File: src/rtl/clock_divider_prog.sv
// clock_divider_prog: runtime-programmable clock divider and CPU clock-enable
// generator with a debug single-step mode.
// Optional feature: define PERIOD_COUNT_EN to add a 32-bit period_count output
// that counts completed periods (ticks).
module clock_divider_prog #(
  parameter int unsigned      WIDTH        = 28,
  parameter logic [WIDTH-1:0] DEFAULT_DIV  = WIDTH'(50_000_000),
  parameter logic [WIDTH-1:0] DEFAULT_HIGH = WIDTH'(0)
) (
  input  logic             clock_in,
  input  logic             reset_n,
  input  logic             enable,
  input  logic             mode,
  input  logic             step_req,
  input  logic [WIDTH-1:0] div_value,
  input  logic [WIDTH-1:0] high_value,
  input  logic             div_load,
  output logic             clock_out,
  output logic             tick,
  output logic             running
`ifdef PERIOD_COUNT_EN
  , output logic [31:0]    period_count
`endif
);

  // ST_INIT means "not yet decided": the first enabled edge picks RUN or
  // STEP_IDLE from the mode input sampled at that edge.
  typedef enum logic [1:0] {
    ST_INIT      = 2'd0,
    ST_RUN       = 2'd1,
    ST_STEP_IDLE = 2'd2,
    ST_STEP_RUN  = 2'd3
  } state_t;

  state_t           state_r;
  state_t           cur_state_s;
  state_t           next_state_s;
  logic [WIDTH-1:0] cnt_r;
  logic [WIDTH-1:0] div_q_r;
  logic [WIDTH-1:0] high_q_r;
  logic [WIDTH-1:0] pend_div_r;
  logic [WIDTH-1:0] pend_high_r;
  logic             pend_valid_r;
  logic             step_q_r;
  logic             clock_out_r;
  logic             tick_r;
  logic             running_r;
  logic [WIDTH-1:0] div_eff_s;
  logic [WIDTH-1:0] high_eff_s;
  logic             last_s;
  logic             step_rise_s;
  logic             counting_s;
  logic             wrap_s;
  logic             apply_s;

  assign clock_out = clock_out_r;
  assign tick      = tick_r;
  assign running   = running_r;

  // Effective divisor/high time after clamping, and end-of-period detect.
  // last_s uses >= so a corrupted count still terminates the period.
  always_comb begin
    div_eff_s = div_q_r;
    if (div_q_r < WIDTH'(2)) begin
      div_eff_s = WIDTH'(2);
    end else begin
      div_eff_s = div_q_r;
    end
    if ((high_q_r == {WIDTH{1'b0}}) || (high_q_r >= div_eff_s)) begin
      high_eff_s = div_eff_s >> 1;
    end else begin
      high_eff_s = high_q_r;
    end
    last_s = (cnt_r >= (div_eff_s - WIDTH'(1)));
  end

  // Resolve the undecided post-reset state and compute control strobes.
  always_comb begin
    cur_state_s = state_r;
    if (state_r == ST_INIT) begin
      cur_state_s = mode ? ST_STEP_IDLE : ST_RUN;
    end else begin
      cur_state_s = state_r;
    end
    step_rise_s = step_req & ~step_q_r;
    counting_s  = (cur_state_s == ST_RUN) || (cur_state_s == ST_STEP_RUN);
    wrap_s      = enable & counting_s & last_s;
    apply_s     = pend_valid_r & enable & (wrap_s | (cur_state_s == ST_STEP_IDLE));
  end

  // Next-state logic; mode changes only take effect at a wrap or from idle.
  always_comb begin
    next_state_s = cur_state_s;
    case (cur_state_s)
      ST_RUN, ST_STEP_RUN: begin
        if (last_s) begin
          next_state_s = mode ? ST_STEP_IDLE : ST_RUN;
        end else begin
          next_state_s = cur_state_s;
        end
      end
      ST_STEP_IDLE: begin
        if (!mode) begin
          next_state_s = ST_RUN;
        end else if (step_rise_s) begin
          next_state_s = ST_STEP_RUN;
        end else begin
          next_state_s = ST_STEP_IDLE;
        end
      end
      default: next_state_s = ST_STEP_IDLE;
    endcase
  end

  // Step request edge detector; runs every cycle regardless of enable.
  always_ff @(posedge clock_in or negedge reset_n) begin
    if (!reset_n) begin
      step_q_r <= 1'b0;
    end else begin
      step_q_r <= step_req;
    end
  end

  // Pending divisor/high-time capture; a new load wins over clearing.
  always_ff @(posedge clock_in or negedge reset_n) begin
    if (!reset_n) begin
      pend_div_r   <= DEFAULT_DIV;
      pend_high_r  <= DEFAULT_HIGH;
      pend_valid_r <= 1'b0;
    end else if (div_load) begin
      pend_div_r   <= div_value;
      pend_high_r  <= high_value;
      pend_valid_r <= 1'b1;
    end else if (apply_s) begin
      pend_valid_r <= 1'b0;
    end else begin
      pend_valid_r <= pend_valid_r;
    end
  end

  // Active divisor/high-time registers, updated only at period boundaries.
  always_ff @(posedge clock_in or negedge reset_n) begin
    if (!reset_n) begin
      div_q_r  <= DEFAULT_DIV;
      high_q_r <= DEFAULT_HIGH;
    end else if (apply_s) begin
      div_q_r  <= pend_div_r;
      high_q_r <= pend_high_r;
    end else begin
      div_q_r  <= div_q_r;
      high_q_r <= high_q_r;
    end
  end

  // Main FSM: counter, state and registered outputs from the pre-increment count.
  always_ff @(posedge clock_in or negedge reset_n) begin
    if (!reset_n) begin
      state_r     <= ST_INIT;
      cnt_r       <= {WIDTH{1'b0}};
      clock_out_r <= 1'b0;
      tick_r      <= 1'b0;
      running_r   <= 1'b0;
    end else if (enable) begin
      state_r <= next_state_s;
      if (counting_s) begin
        clock_out_r <= (cnt_r < high_eff_s);
        tick_r      <= last_s;
        running_r   <= 1'b1;
        cnt_r       <= last_s ? {WIDTH{1'b0}} : (cnt_r + WIDTH'(1));
      end else begin
        clock_out_r <= 1'b0;
        tick_r      <= 1'b0;
        running_r   <= 1'b0;
        cnt_r       <= {WIDTH{1'b0}};
      end
    end else begin
      tick_r <= 1'b0;
    end
  end

`ifdef PERIOD_COUNT_EN
  logic [31:0] period_count_r;
  assign period_count = period_count_r;

  // Completed-period counter, stepped on the edge that raises tick.
  always_ff @(posedge clock_in or negedge reset_n) begin
    if (!reset_n) begin
      period_count_r <= 32'd0;
    end else if (wrap_s) begin
      period_count_r <= period_count_r + 32'd1;
    end else begin
      period_count_r <= period_count_r;
    end
  end
`endif

endmodule

File: config.mk
export PLATFORM = sky130hd
export DESIGN_NAME = clock_divider_prog
export DESIGN_NICKNAME = d
export VERILOG_FILES = /design/src/rtl/clock_divider_prog.sv
export SDC_FILE = /design/constraint.sdc
export NUM_CORES = 1
export LEC_CHECK = 0
export ABC_AREA = 0
export CAP_MARGIN = 0
export CORE_MARGIN = 2
export CORE_UTILIZATION = 55
export DETAILED_ROUTE_END_ITERATION = 8
export GPL_ROUTABILITY_DRIVEN = 0
export PLACE_DENSITY = 0.74
export SLEW_MARGIN = 20
export SYNTH_ARGS = -nofsm -noshare
export SYNTH_HDL_FRONTEND = slang
export SYNTH_SLANG_ARGS = --single-unit
File: constraint.sdc
create_clock -name clock_in -period 9.75 [get_ports clock_in]
set_input_delay 2.925 -clock clock_in [delete_from_list [all_inputs] [get_ports clock_in]]
set_output_delay 2.925 -clock clock_in [all_outputs]
set_load 0.01 [all_outputs]
==> results.md, run 1 <==
* First-pass GRT wire length at 31400 um
* Clock Skew at 0.00848 ns
* Crit path launch type: register
* P_leak at 4.44 nW
* Final hold violations at 0
* TNS Setup at 0 ns
* Post CTS Setup Buffer Count at 0
* Crit path DAT at 7.14 ns
* DP HPWL at 14100 um
* Initial Util at 0.562
* Internal power at 1.49 mW
* Syn Nets at between 900 and 1000
* Max Clock Freq at 147 MHz
* Root Buffer Master: clkbuf_16
* Mux share of post-synthesis cell area at 0.151
* Avg Vias per Cell at 5.96
* Non-Filler Cell Area, Final at 9900 um^2
* Die area at 16500 um^2
* Pwr Density at 246 nW/um^2
* CTS buffer count at 17
* Clk_lat worst skew at between 0.4 and 0.5 ns
* Post-cts repair resize count at 0
* WL final at 18900 um
* Util after Layout at 0.654
* CTS sink cnt at 147
* Area delta synth->final at 16.3%
* Reg2reg start: div_q_r[14]
* CP required at just over 10 ns
* Seq pwr share at 0.356
* Largest family of logic cells by synthesized area: multiplexers
* Crit. End Element: register
* Max-slew violations at 0
* Crit path time final at 6.82 ns
* Dpl cells at approximately 1000
* Overflow after GRT at 0
* CTS tree: built
* Reg clk slew, reported paths at 0.07 ns
* Netlist Area Pre-Place at 8510 um^2
* FP Rows at 45
* Sw Pwr at 952 uW
* Bufs on Longest Clock Path at 2
* Post-synth top flop: dfrtp_1
* RSZ-0062 raised after global routing: false
* Synth Area in Compound Gates at 0.0867
* Layout cells sized above 1 at 0.220
* Core area at 15100 um^2
* Mean routed wirelength per cell at 18.2 um
* Outcome: completed
* Worst hold path class: register to register
* Max_cap viols at 0
* # IOs at between 60 and 70
* Antenna diode count at 0
* Vias at 6185
* Die Span Y at 128 um
* Simple logic cell fraction of the synthesized area at 0.122
* Mapped Cells at 772
* Initial DRC Count at 428
* Routed Antenna Nets at 0
* DR pass1 iterations at 5
* Die extent in x at 128 um
* Worst-path maximum fanout at 54
* Fin crit share at 0.699
* Worst Setup SP: div_q_r[14]
* Post-Layout Cell Count at 1037
* EDFF count, synth at 0
* Xor and xnor area share after synthesis at 0.0484
* Reg2reg end: clock_out
* Worst R2R Setup Slack at between 2 and 3 ns
* Net Sw Frac at 0.391
* Total GRT Usage at 0.244
* Setup violators final at 0
* Average cell area after synthesis at 11.0 um^2
* Post-synth ARST share at 1.00
* Synth cell types at 53
* Buffers added on ports at 64
* Vias in the first global route at 6304
* Tot Pwr at 2.44 mW
* Initial antenna violation count at 0
* Worst setup endpoint: clock_out
* NumNets Final at 983
* Worst reg2reg path depth at 21
* Placed cell area at 9310 um^2
* Number of synthesized register bits at 147
* Adder-Cell Fraction of Synth Area at 0.125
* Comb pwr share at 0.382
* Relative slew slack at 0.289
* Post-synthesis sequential area ratio at 0.436
* Maximum VDD drop at 0.000154 V
* Setup Crit Path Kind: register to register
* CTS Hold Buffers Added at 0
* Largest net degree at the start of global routing at 87
* Worst slew pin tran at 1.06 ns
* Yosys Warn Count at 0
* H-tree levels at 4
* DRC errors left at 0
* Clock power frac at 0.263
-- power by group through the flow --
stage               registers [mW]  clock network [mW]  logic, mW
floorplan                    0.823                   0      0.674
global placement             0.866                   0      0.852
detailed placement           0.874                   0      0.912
CTS                          0.864               0.651      0.920
global route                 0.882               0.678       1.04
finish                       0.867               0.640      0.930
-- kinds of logic after synthesis --
family,Yosys count
mux,114
flops,147
buf+inv,61
compound gates,114
xor+xnor,47
fa+ha+maj,85
simple gates,204
-- critical path, cell delays in order, from the launching register on --
cell and delay, ns:
dfstp_2 0.39, nor4_1 0.54, nand4_1 0.17, or4_4 0.56, nor4_4 0.24, nand2b_1 0.20, inv_1 0.07, ha_1 0.26
nand2b_1 0.13, a2111oi_0 0.40, a2111oi_0 0.14, o41a_1 0.40, nor2_4 0.83, nor2_1 0.08, a21oi_1 0.30, ha_1 0.32
a21o_1 0.18, a21o_1 0.16, a2111oi_0 0.70, nand4b_1 0.25, o221a_2 0.31, o41ai_2 0.05
-- cells in the final DEF (no fill, tap or decap), drive strengths merged, types with 3 or more instances in the layout --
cell           instances
inv                   52
nand2                 34
a21oi                 51
xnor2                 30
o211ai                 3
nand2b                 5
buf                    4
o21ai                 13
clkbuf                17
ha                    85
nand4                 21
xor2                  17
nor4                  14
nor2                  75
dfstp                 24
dfrtp                123
a41oi                  5
a2111oi                4
nand3                 17
nor3                  12
nor2b                  4
o22ai                  3
mux2                 113
or3                    6
clkdlybuf4s50         62
and3                   8
a21o                  14
and4                   4
o21a                   3
-- synth_stat cells, types with 17 or more instances --
cell type,instances,area [um^2]
nor2_1,75,282
mux2_2,113,1270
nand4_1,21,131
dfrtp_1,123,3080
ha_1,85,1060
nand3_1,17,85.1
a21oi_1,51,255
inv_1,40,150
dfstp_2,24,631
nand2_1,33,124
xor2_1,17,149
xnor2_1,30,263
-- metrics by stage --
stage          setup WS, ns  hold WS (ns)
3_3_place_gp           3.29         0.488
5_1_grt                2.59         0.522
3_5_place_dp           3.09         0.491
2_1_floorplan          4.17         0.475
4_1_cts                3.06         0.508
6_report               2.93         0.503
-- final cells by class --
class | count | area (um^2)
repair buffers | 66 | 658
clock buffers | 17 | 425
well taps | 188 | 235
fillers | 1147 | 5240
inverters | 40 | 150
clock inverters | 15 | 154
flip-flops and latches | 147 | 3710
multi-input cells | 564 | 4570
-- sequential cells by signal, summed over array words and instances, names as in the netlist --
register and cells:
state_r 2, div_q_r 28, pend_div_r 28, cnt_r 28, tick 1, step_q_r 1, clock_out 1, pend_high_r 28
running 1, high_q_r 28, pend_valid_r 1
-- worst min-delay path by stage --
stage / startpoint / to / slack (ns) / cells past startpoint
2_1_floorplan: pend_high_r[0] / pend_high_r[0] / 0.47 / 1
3_3_place_gp: pend_high_r[25] / high_q_r[25] / 0.49 / 1
3_5_place_dp: pend_high_r[22] / high_q_r[22] / 0.49 / 1
4_1_cts: pend_high_r[22] / high_q_r[22] / 0.51 / 1
5_1_grt: pend_high_r[22] / high_q_r[22] / 0.52 / 1
6_report: pend_high_r[22] / high_q_r[22] / 0.50 / 1
-- layer usage --
metal / GRT usage / wire length [um] / share of wire / vias up
met5: 0 / 0 / 0 / -
met3: 0.0428 / 769 / 0.041 / 27
li1: - / - / - / 2928
met4: 0.0873 / 320 / 0.017 / 0
met2: 0.386 / 8780 / 0.47 / 155
met1: 0.341 / 8990 / 0.48 / 3075
No activity file was read; power rests on OpenSTA's default activity.
==> run 2: changes to the inputs <==
==> constraint.sdc (replaced) <==
create_clock -name clock_in -period 6.9 [get_ports clock_in]
set_input_delay 2.07 -clock clock_in [delete_from_list [all_inputs] [get_ports clock_in]]
set_output_delay 2.07 -clock clock_in [all_outputs]
set_load 0.01 [all_outputs]
==> results.md, run 2 (synthesis gave the netlist of run 1 again) <==
* Avg Vias per Cell at 6.00
* Reg clk slew, reported paths at approximately 0.06 ns
* TNS Setup at 0 ns
* Hold path start: pend_div_r[2]
* Crit path time final at 6.28 ns
* DRC errors left at 0
* Final hold violations at 0
* Non-Filler Cell Area, Final at around 9900 um^2
* Relative slew slack at 0.349
* Die area at 16500 um^2
* CP required at around 7.2 ns
* Leading cell types in the layout, fill and taps excluded: 123 x dfrtp_1, 113 x mux2_2, 85 x ha_1
* Buffers added on ports at 64
* Die Span Y at 128 um
* Net Sw Frac at 0.378
* DP HPWL at approximately 14000 um
* Initial antenna violation count at 0
* Outcome: completed
* DR pass1 iterations at 7
* H-tree levels at 4
* Setup Crit Path Kind: register to register
* Worst-path maximum fanout at 56
* Clock power frac at 0.265
* Total GRT Usage at 0.254
* Vias in the first global route at between 6000 and 7000
* Util after Layout at 0.655
* Comb pwr share at 0.377
* Bufs on Longest Clock Path at 2
* RSZ-0062 raised after global routing: false
* Vias at roughly 6200
* Fin crit share at 0.911
* Internal power at 2.14 mW
* Antenna diode count at 0
* Mean routed wirelength per cell at 18.7 um
* Pwr Density at 346 nW/um^2
* CTS sink cnt at 147
* Layout cells sized above 1 at 0.222
* P_leak at 4.45 nW
* Post CTS Setup Buffer Count at 0
* CTS tree: built
* Crit path DAT at 6.59 ns
* CTS Hold Buffers Added at 0
* Commonest non-fill, non-tap cell in the layout: dfrtp_1
* First-pass GRT wire length at 32500 um
* Maximum VDD drop at roughly 0.00019 V
* Setup violators final at 0
* Overflow after GRT at 0
* Die extent in x at 128 um
* CTS buffer count at 17
* Seq pwr share at 0.358
* Routed Antenna Nets at 0
* Worst slew pin tran at 0.952 ns
* Sw Pwr at 1.30 mW
* Initial DRC Count at 498
* Worst R2R Setup Slack at between 0.6 and 0.7 ns
* NumNets Final at around 1000
* Post-cts repair resize count at 0
* Area delta synth->final at 16.6%
* Clock Skew at 0.0115 ns
* Hold Path Cell Cnt at 1
* Max Clock Freq at 159 MHz
* Worst hold path class: register to register
* Clk_lat worst skew at 0.43 ns
* Core area at around 15000 um^2
* WL final at 19400 um
* # IOs at between 60 and 70
* Root Buffer Master: clkbuf_16
* Worst Hold Path EP: div_q_r[2]
* Initial Util at 0.562
* Placed cell area at 9340 um^2
* WHS at 0.500 ns
* Largest net degree at the start of global routing at 86
* Max-slew violations at 0
* Crit path launch type: register
* FP Rows at 45
* Crit. End Element: register
* Reg2reg start: div_q_r[14]
* Max_cap viols at 0
* Worst reg2reg path depth at 20
* Tot Pwr at 3.44 mW
* Reg2reg end: high_q_r[5]
-- run 2: cell count changes in the layout (fill, tap and decap cells not counted), moves of 2 or more --
cell	previous run	this run
inv_8	8	2
inv_6	4	7
buf_4	2	4
clkinv_4	0	2
-- run 2: metal layers --
layer  global-route usage  vias to the layer above  wire (um)
met1                0.355                     3072       8840
met4               0.0847                        0        320
met3               0.0507                       29       1060
met5                    0                        -          0
li1                     -                     2929          -
met2                0.399                      215       9190
-- run 2: worst max-delay path, cell delays in order (launching register included) --
cell	delay (ns)
dfstp_2	0.39
nor4_1	0.57
nand4_1	0.18
or4_4	0.56
nor4_4	0.23
nand2b_1	0.20
ha_1	0.20
nand2_1	0.15
nor2_1	0.34
nand2_1	0.14
or3_1	0.39
nor3_1	0.20
xnor2_1	0.11
ha_1	0.30
nand4_1	0.11
or3_1	0.46
nor3_1	0.25
o211ai_2	0.28
a311oi_4	0.34
buf_12	0.34
mux2_2	0.39
-- run 2: final cells by class --
| cell class | instances | area, um^2 |
|---|---|---|
| clock buffer | 19 | 443 |
| clock inverter | 13 | 139 |
| fill | 1148 | 5220 |
| inverter | 40 | 150 |
| multi-input combinational | 564 | 4560 |
| sequential | 147 | 3710 |
| tap | 188 | 235 |
| timing repair buffer | 69 | 687 |
-- run 2: through the flow --
| stage | instances | setup slack (ns) |
|---|---|---|
| after detailed placement | 1008 | 0.704 |
| after floorplan | 772 | 1.32 |
| after global routing | 1040 | 0.293 |
| after global placement | 1008 | 0.813 |
| after CTS | 1040 | 0.703 |
| final | 1040 | 0.616 |
-- run 2: power groups by stage --
| stage | registers, mW | logic [mW] | clock network [mW] |
|---|---|---|---|
| finish | 1.23 | 1.30 | 0.911 |
| global route | 1.25 | 1.45 | 0.974 |
| CTS | 1.23 | 1.28 | 0.928 |
| detailed placement | 1.24 | 1.26 | 0 |
| global placement | 1.23 | 1.19 | 0 |
| floorplan | 1.16 | 0.953 | 0 |
-- run 2: how the worst max path moves through the flow --
| stage | startpoint | endpoint | slack, ns | cells after the start |
|---|---|---|---|---|
| after global placement | div_q_r[18] | high_q_r[26] | 0.81 | 20 |
| final | div_q_r[14] | high_q_r[5] | 0.62 | 20 |
| after global routing | div_q_r[14] | high_q_r[16] | 0.29 | 20 |
| after detailed placement | div_q_r[14] | high_q_r[5] | 0.70 | 20 |
| after CTS | div_q_r[14] | high_q_r[5] | 0.70 | 20 |
| after floorplan | div_q_r[18] | clock_out | 1.32 | 22 |
